$ cat src/rtl/dz_cfg_ctrl_if.sv
// rtl/dz_cfg_ctrl_if.sv - register-side and generator-side signal bundle for dz_cfg_ctrl
interface dz_cfg_ctrl_if #(
   parameter int DTG_W = 10
);
   logic             cfg_wr;
   logic             cfg_dze;
   logic             cfg_ccp;
   logic             cfg_ccnp;
   logic [DTG_W-1:0] cfg_dtg;
   logic             cfg_arpe;
   logic             upd_evt;
   logic             ocrefc;
   logic             dz_busy;
   logic             cfg_flag_clr;
   logic             r_dze;
   logic             r_ccp;
   logic             r_ccnp;
   logic [DTG_W-1:0] r_dtg;
   logic             cfg_pending;
   logic             cfg_commit;
   logic             cfg_ovr;
   logic             cfg_tmo;

   modport master (
      output cfg_wr, cfg_dze, cfg_ccp, cfg_ccnp, cfg_dtg, cfg_arpe,
      output upd_evt, ocrefc, dz_busy, cfg_flag_clr,
      input  r_dze, r_ccp, r_ccnp, r_dtg,
      input  cfg_pending, cfg_commit, cfg_ovr, cfg_tmo
   );

   modport slave (
      input  cfg_wr, cfg_dze, cfg_ccp, cfg_ccnp, cfg_dtg, cfg_arpe,
      input  upd_evt, ocrefc, dz_busy, cfg_flag_clr,
      output r_dze, r_ccp, r_ccnp, r_dtg,
      output cfg_pending, cfg_commit, cfg_ovr, cfg_tmo
   );
endinterface

$ cat src/rtl/dz_cfg_ctrl.sv
// rtl/dz_cfg_ctrl.sv - dead-zone config sequencer: preload, update-gated safe commit
// Optional commit timeout enabled by defining DZ_CFG_TMO_EN.
module dz_cfg_ctrl #(
   parameter int DTG_W    = 10,
   parameter int SAFE_TMO = 255
) (
   input  logic          i_pe_gen_clk,
   input  logic          i_pe_gen_rst,
   dz_cfg_ctrl_if.slave  bus
);

   typedef enum logic [1:0] {
      S_IDLE = 2'd0,
      S_PEND = 2'd1,
      S_WAIT = 2'd2
   } state_t;

   state_t           r_state;
   state_t           w_next;

   logic             r_p_dze;
   logic             r_p_ccp;
   logic             r_p_ccnp;
   logic [DTG_W-1:0] r_p_dtg;
   logic             r_a_dze;
   logic             r_a_ccp;
   logic             r_a_ccnp;
   logic [DTG_W-1:0] r_a_dtg;

   logic             r_oc_d;
   logic             r_arm;
   logic             r_commit;
   logic             r_ovr;

   logic             w_ref_edge;
   logic             w_safe;
   logic             w_force;
   logic             w_commit;
   logic             w_ovr_set;
   logic             w_enter_wait;
   state_t           w_wr_dest;

   assign w_ref_edge = bus.ocrefc ^ r_oc_d;
   assign w_safe     = !bus.dz_busy && !w_ref_edge;
   assign w_wr_dest  = bus.cfg_arpe ? S_PEND : S_WAIT;

   always_comb begin
      w_next    = r_state;
      w_commit  = 1'b0;
      w_ovr_set = 1'b0;
      case (r_state)
         S_IDLE: begin
            if (bus.cfg_wr) begin
               w_next = w_wr_dest;
            end
         end
         S_PEND: begin
            w_ovr_set = bus.cfg_wr;
            if (bus.upd_evt) begin
               w_next = S_WAIT;
            end
         end
         S_WAIT: begin
            // First WAIT cycle only arms; commit is judged from the next cycle on
            if (r_arm && (w_safe || w_force)) begin
               w_commit = 1'b1;
               w_next   = bus.cfg_wr ? w_wr_dest : S_IDLE;
            end else begin
               w_ovr_set = bus.cfg_wr;
            end
         end
         default: begin
            w_next = S_IDLE;
         end
      endcase
   end

   assign w_enter_wait = (w_next == S_WAIT) && ((r_state != S_WAIT) || w_commit);

   always_ff @(posedge i_pe_gen_clk) begin
      if (i_pe_gen_rst) begin
         r_state  <= S_IDLE;
         r_oc_d   <= 1'b0;
         r_arm    <= 1'b0;
         r_commit <= 1'b0;
         r_ovr    <= 1'b0;
         r_p_dze  <= 1'b0;
         r_p_ccp  <= 1'b0;
         r_p_ccnp <= 1'b0;
         r_p_dtg  <= '0;
         r_a_dze  <= 1'b0;
         r_a_ccp  <= 1'b0;
         r_a_ccnp <= 1'b0;
         r_a_dtg  <= '0;
      end else begin
         r_state  <= w_next;
         r_oc_d   <= bus.ocrefc;
         r_arm    <= (w_next == S_WAIT) && !w_enter_wait;
         r_commit <= w_commit;
         r_ovr    <= w_ovr_set | (r_ovr & ~bus.cfg_flag_clr);
         if (bus.cfg_wr) begin
            r_p_dze  <= bus.cfg_dze;
            r_p_ccp  <= bus.cfg_ccp;
            r_p_ccnp <= bus.cfg_ccnp;
            r_p_dtg  <= bus.cfg_dtg;
         end
         // Active regs see the preload as it stood before any same-cycle write
         if (w_commit) begin
            r_a_dze  <= r_p_dze;
            r_a_ccp  <= r_p_ccp;
            r_a_ccnp <= r_p_ccnp;
            r_a_dtg  <= r_p_dtg;
         end
      end
   end

`ifdef DZ_CFG_TMO_EN
   localparam logic [7:0] TMO_LIM = 8'(SAFE_TMO);

   logic [7:0] r_tmo_cnt;
   logic       r_tmo;

   assign w_force = (r_tmo_cnt == TMO_LIM) && !w_safe;

   always_ff @(posedge i_pe_gen_clk) begin
      if (i_pe_gen_rst) begin
         r_tmo_cnt <= 8'd0;
         r_tmo     <= 1'b0;
      end else begin
         if (w_enter_wait) begin
            r_tmo_cnt <= 8'd0;
         end else if ((r_state == S_WAIT) && !w_safe) begin
            r_tmo_cnt <= r_tmo_cnt + 8'd1;
         end
         r_tmo <= (w_commit & w_force) | (r_tmo & ~bus.cfg_flag_clr);
      end
   end

   assign bus.cfg_tmo = r_tmo;
`else
   logic w_unused_tmo;
   assign w_unused_tmo = ^8'(SAFE_TMO);
   assign w_force      = 1'b0;
   assign bus.cfg_tmo  = 1'b0;
`endif

   assign bus.r_dze       = r_a_dze;
   assign bus.r_ccp       = r_a_ccp;
   assign bus.r_ccnp      = r_a_ccnp;
   assign bus.r_dtg       = r_a_dtg;
   assign bus.cfg_pending = (r_state != S_IDLE);
   assign bus.cfg_commit  = r_commit;
   assign bus.cfg_ovr     = r_ovr;

endmodule

$ cat src/flat_wrapper.sv
// flat-port wrapper written by rule: the top's interface ports become plain ports
module dz_cfg_ctrl_flat 
#(
   parameter int DTG_W    = 10,
   parameter int SAFE_TMO = 255
)
  (i_pe_gen_clk, i_pe_gen_rst, bus_cfg_wr, bus_cfg_dze, bus_cfg_ccp, bus_cfg_ccnp, bus_cfg_dtg, bus_cfg_arpe, bus_upd_evt, bus_ocrefc, bus_dz_busy, bus_cfg_flag_clr, bus_r_dze, bus_r_ccp, bus_r_ccnp, bus_r_dtg, bus_cfg_pending, bus_cfg_commit, bus_cfg_ovr, bus_cfg_tmo);
  dz_cfg_ctrl_if #(.DTG_W(DTG_W)) bus_i ();
  input  logic i_pe_gen_clk;
  input  logic i_pe_gen_rst;
  input wire logic [$bits(bus_i.cfg_wr)-1:0] bus_cfg_wr;
  input wire logic [$bits(bus_i.cfg_dze)-1:0] bus_cfg_dze;
  input wire logic [$bits(bus_i.cfg_ccp)-1:0] bus_cfg_ccp;
  input wire logic [$bits(bus_i.cfg_ccnp)-1:0] bus_cfg_ccnp;
  input wire logic [$bits(bus_i.cfg_dtg)-1:0] bus_cfg_dtg;
  input wire logic [$bits(bus_i.cfg_arpe)-1:0] bus_cfg_arpe;
  input wire logic [$bits(bus_i.upd_evt)-1:0] bus_upd_evt;
  input wire logic [$bits(bus_i.ocrefc)-1:0] bus_ocrefc;
  input wire logic [$bits(bus_i.dz_busy)-1:0] bus_dz_busy;
  input wire logic [$bits(bus_i.cfg_flag_clr)-1:0] bus_cfg_flag_clr;
  output wire logic [$bits(bus_i.r_dze)-1:0] bus_r_dze;
  output wire logic [$bits(bus_i.r_ccp)-1:0] bus_r_ccp;
  output wire logic [$bits(bus_i.r_ccnp)-1:0] bus_r_ccnp;
  output wire logic [$bits(bus_i.r_dtg)-1:0] bus_r_dtg;
  output wire logic [$bits(bus_i.cfg_pending)-1:0] bus_cfg_pending;
  output wire logic [$bits(bus_i.cfg_commit)-1:0] bus_cfg_commit;
  output wire logic [$bits(bus_i.cfg_ovr)-1:0] bus_cfg_ovr;
  output wire logic [$bits(bus_i.cfg_tmo)-1:0] bus_cfg_tmo;
  assign bus_i.cfg_wr = bus_cfg_wr;
  assign bus_i.cfg_dze = bus_cfg_dze;
  assign bus_i.cfg_ccp = bus_cfg_ccp;
  assign bus_i.cfg_ccnp = bus_cfg_ccnp;
  assign bus_i.cfg_dtg = bus_cfg_dtg;
  assign bus_i.cfg_arpe = bus_cfg_arpe;
  assign bus_i.upd_evt = bus_upd_evt;
  assign bus_i.ocrefc = bus_ocrefc;
  assign bus_i.dz_busy = bus_dz_busy;
  assign bus_i.cfg_flag_clr = bus_cfg_flag_clr;
  assign bus_r_dze = bus_i.r_dze;
  assign bus_r_ccp = bus_i.r_ccp;
  assign bus_r_ccnp = bus_i.r_ccnp;
  assign bus_r_dtg = bus_i.r_dtg;
  assign bus_cfg_pending = bus_i.cfg_pending;
  assign bus_cfg_commit = bus_i.cfg_commit;
  assign bus_cfg_ovr = bus_i.cfg_ovr;
  assign bus_cfg_tmo = bus_i.cfg_tmo;
  dz_cfg_ctrl #(.DTG_W(DTG_W), .SAFE_TMO(SAFE_TMO)) u_core (.i_pe_gen_clk(i_pe_gen_clk), .i_pe_gen_rst(i_pe_gen_rst), .bus(bus_i));
endmodule
$ cat config.mk
export PLATFORM = sky130hd
export DESIGN_NAME = dz_cfg_ctrl_flat
export DESIGN_NICKNAME = d
export VERILOG_FILES = /design/src/rtl/dz_cfg_ctrl_if.sv /design/src/rtl/dz_cfg_ctrl.sv /design/src/flat_wrapper.sv
export SDC_FILE = /design/constraint.sdc
export NUM_CORES = 1
export LEC_CHECK = 0
export CORE_UTILIZATION = 45
export CTS_CLUSTER_DIAMETER = 100
export DETAILED_ROUTE_END_ITERATION = 10
export DONT_BUFFER_PORTS = 1
export PLACE_DENSITY = 0.62
export SLEW_MARGIN = 20
export SYNTH_ARGS = -nofsm -noshare
export SYNTH_HDL_FRONTEND = slang
export SYNTH_SLANG_ARGS = --single-unit
$ cat constraint.sdc
create_clock -name i_pe_gen_clk -period 1.5 [get_ports i_pe_gen_clk]
set_input_delay 0.3 -clock i_pe_gen_clk [delete_from_list [all_inputs] [get_ports i_pe_gen_clk]]
set_output_delay 0.3 -clock i_pe_gen_clk [all_outputs]
set_load 0.01 [all_outputs]
# Yosys cells after proc, flatten, opt, wreduce, memory -nomap -nowiden
# Cells that the tools add are included.
# word_totals
output_inout_bits	17
register_bits	32
word_cells	41
# classes
n_reduce_logical	10
eq_ne	4
n_mux	10
n_bitwise	4
# ops
cell	count
$mux 2	5
$pmux 2 s3	1
$eq 2x2->1 const B	2
$logic_and 1x1->1	4
$logic_not 1->1	3
$mux 1	3
$eq 2x1->1 const B	1
$logic_not 2->1	1
$ne 2x2->1 const B	1
$pmux 1 s2	1
$reduce_bool 2->1	1
$and 1x1->1	1
$logic_or 1x1->1	1
$not 1->1	1
$or 1x1->1	1
$xor 1x1->1	1

# Depth between registers and ports, before layout
# Gate-level depths: netlist of the first run.
# logic_depth
ltp_word	10
depth_mapped	5
mapped_depth_nobuf	5

# Worst setup path before layout of the first run
# No wires, ideal clock.
# synth_timing
path_type	register -> register
from	register u_core.r_state[0]
to	register u_core.r_state[1]
stages_incl_launch_ff	6
t_required_ns	1.436
path_slack_ns	-0.139
arrival_time_ns	1.575
path_buffers	0
cell_sequence	dfxtp_1 inv_1 ha_1 or3b_1 or4b_1 nand4_1
# synth_via
elab_chain_len	2
word_cells_on_any_way	4
cone_classes	2 x eq/ne; 1 x mux; 1 x reduce/logical
# synth_rtl
element	line	text
start, declared	dz_cfg_ctrl.sv:18	state_t r_state;
start signal, assigned	dz_cfg_ctrl.sv:96	r_state <= w_next;
$eq 2x2->1 (tied with other cells)	dz_cfg_ctrl.sv:51	case (r_state)
$pmux 2 s3 (*)	dz_cfg_ctrl.sv:51	
# Mark *: on every way between the ends. The rest lies on a longest branch, timed or not.
# A chain may end at the register's enable or synchronous reset.

# Final worst setup path of the first run
# layout_timing
from	register u_core.r_state[1]
to	register u_core.r_state[1]
# layout_via
elab_chain_len	2
word_cells_on_any_way	7
cone_classes	2 x eq/ne; 4 x mux; 1 x reduce/logical
# layout_rtl
element	line
$eq 2x2->1 (tied with other cells)	dz_cfg_ctrl.sv:51
$pmux 2 s3 (*)	dz_cfg_ctrl.sv:51
# Marked as above.

==> flow_results.org, run 1 <==
** Run status
- Result of the run :: finished, violations left
- The final reports fail on negative setup slack.

** Clock network
- TritonCTS clock tree :: built
- Clock Path Buffers :: 2
- The clock reaches the later pin of the worst-skew pair after 0.32 ns.
- After clock tree synthesis, the clock-pin slew on the worst setup and hold paths is 0.10 ns.
- Number of H-tree levels :: 2
- The root buffer cell chosen for the clock tree is sky130_fd_sc_hd__clkbuf_4.
- The clock drives 32 sinks.
- Cts bufs inserted :: 5

** Layout
- Count of placed standard cells in the final layout, fillers left out :: 197
- Area Growth Syn to Fin :: 12.8%
- The number of antenna diodes in the final layout is 0.
- # nets final :: 177
- Of the cells placed in the final design, the portion with a size suffix greater than 1 is 15.7%.
- Finished layout cell area :: 1630 µm²

** Die
- The die covers 3440 µm².
- In this run the count of I/O pins placed on the die edge is 38.
- Horiz. Die Dim :: 58.6 µm
- Floorplan Core Area :: 3050 µm²
- Initial cell density of the core :: 47.3%
- Row generation in the floorplan step produced 20 rows.
- In this run the vertical extent of the chip is 58.6 µm.

** Timing
- Setup violations remaining at the end of the flow were counted as 1.
- In the finished design, the share of the clock period the worst path needs comes to 105%.
- Setup repair after global routing missed its margin :: yes
- Final setup slack of the worst path :: -0.0788 ns
- The total count of max-transition violations in the final report is 0.
- Skew final :: 0.00762 ns
- Maximum clock rate :: 633 MHz
- The final-report hold violation count was 0.
- Post-Route Hold Slack :: 0.0344 ns
- For the finished layout, the period the worst path requires is 1.58 ns.

** Job
- Maximum capacitance violations :: 0

** Setup path
- Worst setup EP type :: register
- In this design, the stage delay of the slowest critical-path cell is 0.54 ns.
- Slowest stage cell, crit path :: sky130_fd_sc_hd__or4b_1
- STA puts the critical path data arrival time at 1.83 ns.
- Critical path buffers and inverters :: 0
- Data on the critical path is required at its endpoint by 1.75 ns.
- Walking the worst path, the cells encountered are ha_2 -> or3b_1 -> or4b_1 -> nand4_1.
- Worst Setup Path Type :: reg2reg
- Largest delay contributor family on the critical path :: simple AND/OR/NAND/NOR gates
- The worst setup path is launched from a register.
- Critical path peak fanout :: 3

** Yosys
- Cell taking the most area after synthesis :: sky130_fd_sc_hd__dfxtp_1
- Synthesized-area fraction occupied by and/or/nand/nor cells :: 22.7%
- Number of nets produced by synthesis :: 172
- The synthesized netlist occupies a cell area of 1440 µm².
- Fraction of synthesized cell area in xor and xnor cells :: 0.607%
- After synthesis, the share of cell area in mux cells is 18.0%.
- In this run, synthesis inferred 0 flip-flops with an integrated enable.
- After synthesis, the largest area contributor takes up 44.4% of total cell area.
- Summing the areas of all compound-gate instances in the mapped netlist gives 6.16% of the synthesized area.
- Adder-cell area share of the yosys netlist :: 3.47%
- Yosys printed 0 warnings.
- The most used flip-flop cell after synthesis is sky130_fd_sc_hd__dfxtp_1.
- Dominant combinational cell family by area after synthesis :: simple AND/OR/NAND/NOR gates
- The number of different library cells used by synthesis comes to 27.
- Synth async-reset ratio :: 0%
- Synthesized instance count :: 147
- Proportion of synthesized chip area in sequential cells :: 44.4%
- Avg Cell Area, Syn :: 9.81 µm²
- Seq cells post-synth :: 32
- Sorting the synthesized cells by area gives the leading types as sky130_fd_sc_hd__dfxtp_1 44%, sky130_fd_sc_hd__mux2i_1 18%, sky130_fd_sc_hd__nand2b_1 12%, sky130_fd_sc_hd__nor2_1 3.9%, sky130_fd_sc_hd__ha_1 3.5%.

** Power and ir drop
- Of the total power, registers draw 57.0%.
- P_sw :: 377 µW
- Part of the total power dissipated in the clock network :: 32.4%
- Across the VDD grid, the largest voltage drop is 0.480 mV.
- Dividing total power by cell area gives a power density of 969 nW/µm².
- Net switching is 23.9% of the power.
- Cell internal power was estimated by the tool at 1200 µW.
- Per report_power, the combinational group accounts for 10.6% of the total.
- In this run the static leakage power is 0.000610 µW.

** Global route
- Maximum number of pins on one net before global-route repair :: 46
- GR Overflow Total :: 0
- Via count of the first global-routing pass :: 1001
- The first global-routing pass estimated 4.26 mm of wire.
- Number of antenna violations at the first check in global routing :: 0
- For this run, the total global-route usage over all layers was measured as 16.8%.

** Detailed routing
- Summed over all layers, the routed wires come to 2.66 mm.
- Before antenna repair, the detailed router went through 4 iterations.
- After the first detailed-routing iteration, the DRC count stood at 14.
- Total via count in the routed design :: 1026
- Number of remaining DRC errors :: 0
- Dividing the detail-routed via count by the number of cells gives 5.21.
- Mean routed wirelength per cell :: 13.5 µm
- In this run the remaining antenna-violating nets after routing total 0.

** Hold path
- The min-delay analysis places its worst path in the category in2reg.

** Placed design
- Hpwl dp :: 1.82 mm
- Cells after DPL :: 188
- Final estimated routing congestion in global placement :: 0.816
- Summing all placed instances gives a cell area of 1530 µm².
- Total of buffers placed on input and output ports :: 0
## layer usage
layer  up-vias  part of all wire, %  global-route usage, %
met5         -                    0                      0
met4         0                  1.6                   9.18
met3         5                  5.1                   5.05
met2        30                   49                   28.6
met1       487                   44                   19.0
li1        504                    -                      -
## kinds of logic after synthesis
kind of cell               count (synthesis)
muxes                                     26
AOI/OAI and AO/OA                         12
other                                      1
DFF                                       32
adders and majority gates                  4
buffers and inverters                     14
and+or+nand+nor                           57
xor gates and xnor gates                   1
## per-stage QoR
| step | setup TNS, ns | worst slack, ns | power (µW) | util, % |
|---|---|---|---|---|
| 2_1_floorplan | -0.00226 | -0.00226 | 1060 | - |
| 3_3_place_gp | 0 | 0.00113 | 1060 | 50.1 |
| 3_5_place_dp | -0.0742 | -0.0742 | 1070 | 50.1 |
| 4_1_cts | -0.0831 | -0.0831 | 1590 | 52.4 |
| 5_1_grt | -0.113 | -0.113 | 1660 | 53.3 |
| 6_report | -0.0788 | -0.0788 | 1580 | 53.3 |
## flip-flops by register name, summed over array words and instances, names as in the netlist
register,cells
u_core.bus.r_dtg,10
u_core.r_p_dtg,10
u_core.r_state,2
u_core.bus.cfg_commit,1
u_core.bus.cfg_ovr,1
u_core.bus.r_ccnp,1
u_core.bus.r_ccp,1
u_core.bus.r_dze,1
u_core.r_arm,1
u_core.r_oc_d,1
u_core.r_p_ccnp,1
u_core.r_p_ccp,1
u_core.r_p_dze,1
## worst reg2reg max path: cells and delay by family (launching register included)
family | cells | cell delay, ns
AND/OR/NAND/NOR | 3 | 0.97
flip-flops | 1 | 0.37
adder cells (fa/ha/maj) | 1 | 0.18
## worst paths after layout
kind | startpoint | end | slack, ns | cells after the start
max reg2reg | u_core.r_state[1] | u_core.r_state[1] | -0.08 | 4
min reg2reg | u_core.r_p_dtg[0] | u_core.bus.r_dtg[0] | 0.47 | 2
max | u_core.r_state[1] | u_core.r_state[1] | -0.08 | 4
min | i_pe_gen_rst | u_core.r_p_dtg[9] | 0.03 | 1
## cells in the final DEF, fill, tap and decap left out, types with 2 or more instances in the layout
cell	netlist	layout
sky130_fd_sc_hd__mux2i_1	26	26
sky130_fd_sc_hd__o211ai_1	4	4
sky130_fd_sc_hd__nor2b_1	6	6
sky130_fd_sc_hd__inv_2	0	3
sky130_fd_sc_hd__a31oi_1	2	2
sky130_fd_sc_hd__dfxtp_1	32	30
sky130_fd_sc_hd__ha_4	0	2
sky130_fd_sc_hd__nor2_1	15	15
sky130_fd_sc_hd__nand3_1	3	3
sky130_fd_sc_hd__o2111ai_1	2	2
sky130_fd_sc_hd__buf_4	2	6
sky130_fd_sc_hd__nand2b_1	27	27
sky130_fd_sc_hd__clkbuf_4	0	5
## Yosys cell counts, drive strengths merged (2+ instances only)
cell type,number
buf,5
o2111ai,2
nor2b,6
a31oi,2
mux2i,26
ha,4
clkbuf,5
dfxtp,32
o211ai,4
nor2,15
inv,4
nand3,3
nand2b,27
## what timing repair did
item	CTS	global route
setup endpoints to repair	2	3
endpoints found under the hold margin	0	2
buffers inserted	0	0
hold buffers	0	1
pin swaps	2	0
gates resized for setup	4	3
## layout make-up
| type | instances | area, µm² |
|---|---|---|
| fillers | 302 | 1430 |
| multi-input cells | 101 | 774 |
| flip-flops and latches | 32 | 646 |
| repair buffers | 8 | 75.1 |
| clock buffers | 7 | 55.1 |
| well taps | 44 | 55.1 |
| inverters | 4 | 15.0 |
| clock inverters | 1 | 7.51 |
## power groups by stage
| stage | Sequential [µW] | Clock (µW) | Combinational [µW] |
|---|---|---|---|
| 2_1_floorplan | 917 | 0 | 139 |
| 3_3_place_gp | 917 | 0 | 145 |
| 3_5_place_dp | 919 | 0 | 152 |
| 4_1_cts | 900 | 533 | 155 |
| 5_1_grt | 903 | 574 | 186 |
| 6_report | 900 | 511 | 167 |
(Power assumes the default switching activity.)
==> inputs of run 2 (changes only) <==
==> constraint.sdc (replaced) <==
create_clock -name i_pe_gen_clk -period 1.5 [get_ports i_pe_gen_clk]
set_input_delay 0.15 -clock i_pe_gen_clk [delete_from_list [all_inputs] [get_ports i_pe_gen_clk]]
set_output_delay 0.15 -clock i_pe_gen_clk [all_outputs]
set_load 0.01 [all_outputs]
==> flow_results.org, run 2 (synthesized netlist as in run 1, its figures left out) <==
** Die
- The chip height is 58.6 µm (unchanged).
- Area of the die :: 3440 µm² (unchanged)
- The number of placement rows was 20 (unchanged).
- The core footprint came to 3050 µm² (unchanged).
- Initial cell density of the core :: 47.3% (unchanged)
- I/O pin count :: 38 (unchanged)
- Horiz. Die Dim :: 58.6 µm (unchanged)

** Power and ir drop
- The register share of total power came to 56.8% (-0.2 points).
- The worst vdd rail ir drop was 0.490 mV (+2.1%).
- Pwr Density :: 842 nW/µm² (-13%)
- Net switching fraction of the power :: 24.2% (+0.26 points)
- The clock group share of total power came to 27.7% (-4.7 points).
- Leakage component of the power :: 0.000712 µW (+17%)
- Cell-internal power :: 1200 µW (about the same)
- P_sw :: 383 µW (+1.5%)
- The power share of the combinational group was 15.5% (+4.9 points).

** Detailed routing
- The detailed-routing wirelength on met1 was 1.34 mm (+15%).
- Uppermost layer routed :: met4
- The wire length on met3 was 133 µm (-2.2%).
- Pre-Repair DR Iteration Count :: 4 (unchanged)
- The violation count after the first detailed-route iteration is 25 (+11).
- Routed WL :: 3.04 mm (+14%)
- The number of antenna-violating nets in the routed design is 0 (unchanged).
- The number of DRC violations after detailed routing came to 0 (unchanged).
- The total length of routed met2 wires is 1.53 mm (+16%).
- The detailed-route wire length per cell is 13.5 µm (+0.17%).
- The via count is 1134 (+11%).
- The mean number of vias per cell is 5.04 (-3.2%).

** Timing
- Worst rel slew slack :: 51.6%
- Maximum clock rate :: 650 MHz (+2.6%)
- Final Hold Vio Count :: 0 (unchanged)
- The final critical-path setup slack is -0.0388 ns (+0.0400 ns).
- Min cycle time layout :: 1.54 ns (-0.0400 ns)
- The maximum clock skew at final layout was 0.0111 ns (+0.00347 ns).
- The share of the cycle needed by the critical path after routing was 103% (-2.7 points).
- Setup repair after global routing could not meet its margin everywhere.
- For the pin with the worst max-slew slack, the measured transition is 0.723 ns.
- The total count of max-transition violations in the final report came to 0 (unchanged).
- The final setup TNS came to -0.0388 ns (+0.0400 ns).
- The tightest hold margin was 0.0110 ns (-0.0233 ns).
- The total of endpoints with negative setup slack in the final report came to 1 (unchanged).

** Clock network
- Clock Path Buffers :: 2 (unchanged)
- Root buf cell :: sky130_fd_sc_hd__clkbuf_4
- The worst-skew pair later-pin latency was 0.32 ns (about the same).
- TritonCTS clock tree :: built
- The TritonCTS buffer count was 5 (unchanged).
- Clock transition time at the flip-flop clock pins of the worst setup and hold paths :: 0.10 ns (about the same)
- The maximum level of the CTS H-tree is 2 (unchanged).
- TritonCTS Sinks :: 32 (unchanged)

** Placed design
- Total of buffers placed on input and output ports :: 0 (unchanged)
- The worst-case setup slack after placement was -0.0580 ns (+0.0162 ns).
- The final estimated routing congestion in global placement is 0.777 (-4.8%).
- The half-perimeter wire length after detailed placement was 1.70 mm (-6.4%).

** Layout
- The number of nets in the finished design came to 206 (+16%).
- The antenna cell count is 0 (unchanged).
- Compared with the post-synthesis result, the final layout area differs by 30.4%.
- Fill cell instance count of the final layout :: 287 (-5.0%)
- Layout cells sized above 1 :: 11.6% (-4.1 points)
- Leaving out fill and tap cells, the most frequent cells in the layout are 30 x sky130_fd_sc_hd__dlygate4sd3_1, 30 x sky130_fd_sc_hd__dfxtp_1, 27 x sky130_fd_sc_hd__nand2b_1.

** Setup path
- The data arrival time of the worst path was 1.79 ns (-0.04 ns).
- The critical path goes through ha_2 -> or3b_1 -> or4b_1 -> nand4_1.
- Kind of start point of the critical path :: register
- Worst setup EP type :: register
- Critical path peak fanout :: 3 (unchanged)
- Delay of the slowest cell on the worst path :: 0.50 ns (-0.04 ns)
- By startpoint and endpoint, the worst setup path is classified as reg2reg.
- Crit path required time :: 1.75 ns (about the same)
- For this design, the slowest cell found on the critical path is sky130_fd_sc_hd__or4b_1.

** Global route
- The maximum number of pins on one net before global-route repair came to 23 (-50%).
- Number of antenna violations at the first check in global routing :: 0 (unchanged)
- The global-route congestion overflow total was 0 (unchanged).
- The via count of the first global-routing pass came to 1107 (+11%).
- The global-route usage over all layers came to 18.7% (+1.9 points).
- The global-route wire length before repair is 4.74 mm (+11%).

** Job
- The max-cap violation count was 0 (unchanged).

** Run status
- The final reports fail on negative setup slack.
- Result of the run :: finished, violations left

** Hold path
- The tightest min-delay check is of the in2reg type.
-- run 2: metrics by stage --
| stage | power (µW) | instance area, µm² | utilization [%] | instances |
|---|---|---|---|---|
| after floorplan | 1060 | 1460 | - | 147 |
| after global placement | 1060 | 1520 | 49.9 | 187 |
| after detailed placement | 1070 | 1520 | 49.9 | 187 |
| after CTS | 1590 | 1870 | 61.2 | 224 |
| after global routing | 1670 | 1880 | 61.6 | 225 |
| final | 1580 | 1880 | 61.6 | 225 |
-- run 2: path summary, 6_finish.rpt --
path	endpoint	start	cells after the start	slack, ns
min	u_core.bus.r_dtg[0]	i_pe_gen_rst	2	0.01
max reg2reg	u_core.r_state[1]	u_core.r_state[1]	4	-0.04
max	u_core.r_state[1]	u_core.r_state[1]	4	-0.04
min reg2reg	u_core.bus.r_dtg[7]	u_core.r_p_dtg[7]	2	0.48
-- run 2: power groups by stage --
stage          logic, µW  clock network (µW)  registers (µW)
2_1_floorplan        139                   0             917
3_3_place_gp         145                   0             917
3_5_place_dp         150                   0             918
4_1_cts              235                 459             899
5_1_grt              266                 500             902
6_report             246                 439             899
-- run 2: critical path: cells and delay by family, from the launching register on --
family | cells | cell delay (ns)
AND/OR/NAND/NOR | 3 | 0.94
adder cells (fa/ha/maj) | 1 | 0.17
flip-flops | 1 | 0.35
-- run 2: layout make-up --
type	instances	area, µm²	area share (%)
Tap cell	44	55.1	2.93
Sequential cell	32	643	34.2
Inverter	4	15.0	0.798
Timing Repair Buffer	37	365	19.4
Clock inverter	1	5.00	0.266
Clock buffer	6	41.3	2.19
Multi-Input combinational cell	101	757	40.2
-- run 2: layer usage --
metal,up-vias,track usage (%)
met1,542,21.6
li1,557,-
met2,30,32.7
met5,-,0
met3,5,4.84
met4,0,8.16
-- run 2: what timing repair did --
action | 4_1_cts | 5_1_grt
setup buffers | 1 | 0
resized for setup | 1 | 2
hold endpoints to repair | 21 | 3
hold buffers | 29 | 1
setup endpoints to repair | 1 | 3
pin swaps | 1 | 0
==> patch 1, RTL diff (settings of run 2) <==
`DTG_W` is set to 10 in 3 places; all go to 5.
--- a/src/rtl/dz_cfg_ctrl_if.sv
+++ b/src/rtl/dz_cfg_ctrl_if.sv
@@ -1,5 +1,5 @@
 // rtl/dz_cfg_ctrl_if.sv - register-side and generator-side signal bundle for dz_cfg_ctrl
 interface dz_cfg_ctrl_if #(
-   parameter int DTG_W = 10
+   parameter int DTG_W = 5
 );
    logic             cfg_wr;
--- a/src/rtl/dz_cfg_ctrl.sv
+++ b/src/rtl/dz_cfg_ctrl.sv
@@ -2,5 +2,5 @@
 // Optional commit timeout enabled by defining DZ_CFG_TMO_EN.
 module dz_cfg_ctrl #(
-   parameter int DTG_W    = 10,
+   parameter int DTG_W    = 5,
    parameter int SAFE_TMO = 255
 ) (
--- a/src/flat_wrapper.sv
+++ b/src/flat_wrapper.sv
@@ -2,5 +2,5 @@
 module dz_cfg_ctrl_flat 
 #(
-   parameter int DTG_W    = 10,
+   parameter int DTG_W    = 5,
    parameter int SAFE_TMO = 255
 )
Interface: changed (resized bus_cfg_dtg and bus_r_dtg); port bits go from 38 to 28. No check against the original RTL was run, so the function may have changed too.
==> patch 1 against run 2 <==
- total power is 24% lower
- routed wire length is 39% lower
- clock skew is 2.2 ps lower
- final area is 38% lower
- fmax is 10% higher
- combinational power is 47% lower
- synthesized area is 34% lower
- non-clock buffer count is 22 lower
- sequential cell count is 10 lower
- sequential share of layout area is 4.1 points higher
- worst setup slack better by 140 ps
==> patch 1: results (changes against run 2) <==
Critical path
  • Crit-path max FO: 7 (+4)
  • R2R Setup Slk: 100 ps (+140 ps)
  • Delay-heaviest family, CP: flip-flops
  • Slowest stage delay, CP: 410 ps (-90 ps)
  • Slowest-stage cell, CP: dfxtp_2
  • Arr. time, crit path: 1610 ps (-180 ps)

Placement
  • Pre-CTS setup slack: 64.1 ps (+122 ps)
  • Placed Area: 972 um2 (-36%)
  • Final Wtd Congestion: 0.825 (+6.2%)
  • Dpl hpwl: 1230 um (-27%)

Cells and area
  • Final #Nets: 133 (-35%)
  • Fillers: 172 (-40%)
  • Fraction of layout cells with a size suffix above 1: 10.7% (-0.89 points)

Yosys
  • Syn Inst Count: 98 (-33%)
  • Post-synth top cells: 22 x dfxtp_1, 20 x nor2_1, 16 x mux2i_1
  • Distinct cells, synth: 29 (+7.4%)
  • Sequential cell area fraction in the yosys report: 46.0% (+1.5 points)
  • Top post-synthesis cells by area: dfxtp_1 46%, mux2i_1 17%, nor2_1 7.8%
  • Syn_nets: 118 (-31%)

Power
  • Lkg Pwr: 0.549 nW (-23%)
  • Worst VDD drop: 0.000848 V (+73%)
  • Sw frac: 21.1% (-3.0 points)

Global routing
  • GR Util met3: 7.41% (+2.6 points)
  • Global-route wire length before repair: 2810 um (-41%)
  • Met1 usage: 19.8% (-1.8 points)
  • Pin count of the biggest net entering global routing: 16 (-30%)
  • Total Routing Usage GR: 17.9% (-0.85 points)
  • Met2 usage: 32.8% (+0.12 points)

Clock tree
  • CTS Root Cell: clkbuf_4
  • Post-CTS Setup Bufs: 0 (-1)
  • Clk pin slew, worst setup/hold paths: 130 ps (+30 ps)
  • Clock Latency Late Sink: 300 ps (-20 ps)
  • CTS H-Tree Depth: 1 (-1)
  • CTS Buf Count: 3 (-2)
  • Gates resized, CTS repair: 0 (-1)

Drt
  • WL met1: 795 um (-41%)
  • DR iter-0 viols: 6 (-76%)
  • Vias per cell: 5.19 (+2.9%)
  • Vias: 721 (-36%)
  • Wire length on met2: 956 um (-38%)
  • Routed wl met3: 111 um (-17%)
  • WL/cell: 13.5 um (-0.49%)

Timing
  • Fin Clk Skew: 8.92 ps (-2.17 ps)
  • Worst-Margin Slew: 581 ps (-142 ps)
  • Hold slack: 5.69 ps (-5.35 ps)
  • Maximum clock frequency: 0.715 GHz (+10%)

Run status
  • Status: completed
-- patch 1: changes by cell type in the layout (fill, tap and decap cells not counted), moves of 4 or more --
cell	delta
buf_4	-4
dfxtp_1	-10
dlygate4sd3_1	-17
mux2i_1	-10
nand2b_1	-26
nor2_1	+4
-- patch 1: cell type report --
class	instances	area share [%]
Sequential cell	22	38.2
Timing Repair Buffer	15	12.5
Tap cell	27	2.90
Inverter	4	1.29
Multi-Input combinational cell	67	40.6
Clock buffer	3	1.93
Clock inverter	1	2.58
-- patch 1: power by group through the flow --
| stage | combinational, mW | sequential [mW] | clock, mW |
|---|---|---|---|
| 3_5_place_dp | 0.0933 | 0.635 | 0 |
| 2_1_floorplan | 0.0935 | 0.631 | 0 |
| 6_report | 0.131 | 0.623 | 0.447 |
| 5_1_grt | 0.143 | 0.627 | 0.488 |
| 3_3_place_gp | 0.0890 | 0.633 | 0 |
| 4_1_cts | 0.117 | 0.622 | 0.456 |
-- patch 1: kinds of logic after synthesis --
logic type      Yosys count  share of synthesized area (%)
xor+xnor                  1                           1.70
fa+ha+maj                 4                           5.22
buf+inv                   9                           5.22
mux                      16                           16.7
flops                    22                           46.0
compound gates           10                           7.05
simple gates             35                           17.8
other cells               1                          0.391
-- patch 1: worst paths after layout --
| path | start | endpoint | depth (start not counted) |
|---|---|---|---|
| worst max-delay path | u_core.r_state[1]$_SDFF_PP0_ | u_core.r_arm$_SDFF_PP0_ | 5 |
| worst min-delay path | bus_cfg_dtg[4] | u_core.r_p_dtg[4]$_SDFFE_PP0P_ | 2 |
| worst max register to register | u_core.r_state[1]$_SDFF_PP0_ | u_core.r_arm$_SDFF_PP0_ | 5 |
| worst min register to register | u_core.r_p_dtg[1]$_SDFFE_PP0P_ | u_core.bus.r_dtg[1]$_SDFFE_PP0P_ | 2 |
==> patch 2, RTL diff (settings of run 2) <==
Made on the original files. The 3 states of `state_t` get a one-hot encoding in 3 bits.
--- a/src/rtl/dz_cfg_ctrl.sv
+++ b/src/rtl/dz_cfg_ctrl.sv
@@ -10,8 +10,8 @@
 );
 
-   typedef enum logic [1:0] {
-      S_IDLE = 2'd0,
-      S_PEND = 2'd1,
-      S_WAIT = 2'd2
+   typedef enum logic [2:0] {
+      S_IDLE = 3'b001,
+      S_PEND = 3'b010,
+      S_WAIT = 3'b100
    } state_t;
 
Check against the original RTL: no difference found for any inputs over 10 cycles, from zero or initial values and one cycle with i_pe_gen_rst high; not proved beyond that.
==> patch 2 against run 2 <==
- critical path depth decreased by 3
- sequential power rose by 5.1%
- final area is 10% lower
- largest power group unchanged
- final cell count decreased by 11%
- routed wire length fell by 13%
- total power is 14% higher
- combinational power decreased by 28%
- sequential cell count up 1
- synthesized area decreased by 1.6%
- worst setup slack better by 140 ps
- global-route usage down 0.44 points
==> patch 2: results (changes against run 2) <==
Run status
  • Status: completed

Global routing
  • Global-route wire length before repair: 4550 um (-3.9%)
  • Total Routing Usage GR: 18.3% (-0.44 points)
  • Pin count of the biggest net entering global routing: 40 (+74%)
  • Vias in the first global route: 1,023 (-7.6%)
  • Initial antenna violation count: 0 (unchanged)

Timing
  • Fin Clk Skew: 9.26 ps (-1.82 ps)
  • Worst-Margin Slew: 780 ps (+57.3 ps)
  • Final setup fails: 0 (-1)

Power
  • Worst VDD drop: 0.000724 V (+48%)
  • Lkg Pwr: 0.630 nW (-12%)
  • Sw frac: 21.7% (-2.5 points)
  • Pwr dens: 1070 nW/um2 (+27%)

Clock tree
  • Post-CTS Setup Bufs: 0 (-1)
  • CTS Buffer Depth: 2 (unchanged)
  • Clk pin slew, worst setup/hold paths: 90 ps
  • Clock Latency Late Sink: 320 ps (about the same)

Critical path
  • Slowest-stage cell, CP: or3b_2
  • Slowest stage delay, CP: 540 ps (+40 ps)
  • Crit-path max FO: 9 (+6)
  • Worst reg2reg path depth: 4 (unchanged)
  • Arr. time, crit path: 1240 ps (-550 ps)

Cells and area
  • Final #Nets: 177 (-14%)
  • Fillers: 298 (+3.8%)
  • Fraction of layout cells with a size suffix above 1: 9.55% (-2.0 points)

Yosys
  • Syn avg cell area: 10.1 um2 (+3.3%)
  • Ys flop type: dfxtp_1
  • Post-synth top cells: 33 x dfxtp_1, 26 x mux2i_1, 26 x nand2b_1
  • Sequential cell area fraction in the yosys report: 46.6% (+2.2 points)
  • Yosys warning count: 0 (unchanged)
  • Syn_nets: 161 (-6.4%)
  • Top post-synthesis cells by area: dfxtp_1 47%, mux2i_1 18%, nand2b_1 11%
  • Distinct cells, synth: 29 (+7.4%)

Placement
  • Placed Area: 1420 um2 (-6.7%)
  • Final Wtd Congestion: 0.775 (-0.18%)
  • Pre-CTS setup slack: 133 ps (+191 ps)
  • Placed cell count: 174 (-7.0%)
  • Dpl hpwl: 1610 um (-5.3%)

Drt
  • WL/cell: 13.1 um (-2.7%)
  • Final wirelength: 2640 um (-13%)
  • Vias: 971 (-14%)
  • DR iter-0 viols: 47 (+88%)
==> patch 2: worst paths after layout <==
path                                  start                               end  slack (ps)
min reg2reg  u_core.r_p_dtg[4]$_SDFFE_PP0P_  u_core.bus.r_dtg[4]$_SDFFE_PP0P_         480
max reg2reg    u_core.r_state[1]$_SDFF_PP0_      u_core.r_state[0]$_SDFF_PP1_         200
max            u_core.r_state[1]$_SDFF_PP0_                   bus_cfg_pending         110
min                            i_pe_gen_rst  u_core.bus.r_dtg[2]$_SDFFE_PP0P_          20
==> patch 2: layout make-up <==
cell class | instances | area share (%)
Multi-Input combinational cell | 95 | 40.2
Sequential cell | 33 | 39.2
Timing Repair Buffer | 20 | 12.1
Clock buffer | 7 | 3.25
Tap cell | 44 | 3.25
Clock inverter | 1 | 1.77
Inverter | 1 | 0.222
==> patch 2: cell families (layout without fill, tap and decap cells) <==
family / count (synthesis) / count (layout) / share of synthesized area (%)
simple gates: 58 / 58 / 24.1
other cells: 1 / 1 / 0.264
xor+xnor: 2 / 2 / 1.23
buf+inv: 12 / 29 / 5.47
compound gates: 8 / 8 / 4.06
flops: 33 / 33 / 46.6
mux: 26 / 26 / 18.3
==> patch 2: power groups by stage <==
stage / Sequential, mW / Clock, mW / Combinational (mW)
detailed placement: 0.962 / 0 / 0.116
global placement: 0.959 / 0 / 0.112
CTS: 0.942 / 0.706 / 0.180
floorplan: 0.946 / 0 / 0.141
global route: 0.951 / 0.744 / 0.196
finish: 0.945 / 0.683 / 0.177
==> patch 2: metal layers <==
layer | GRT usage (%) | routed length [um] | vias to the layer above
li1 | - | - | 495
met1 | 21.6 | 1160 | 444
met2 | 28.7 | 1260 | 27
met3 | 6.70 | 168 | 5
met4 | 10.2 | 48 | 0
met5 | 0 | 0 | -
==> patch 2: repair_timing <==
item / CTS / global route
hold buffers: 19 / 0
endpoints found under the hold margin: 30 / 0
resized for setup: 0 / 2
setup endpoints to repair: 0 / 2
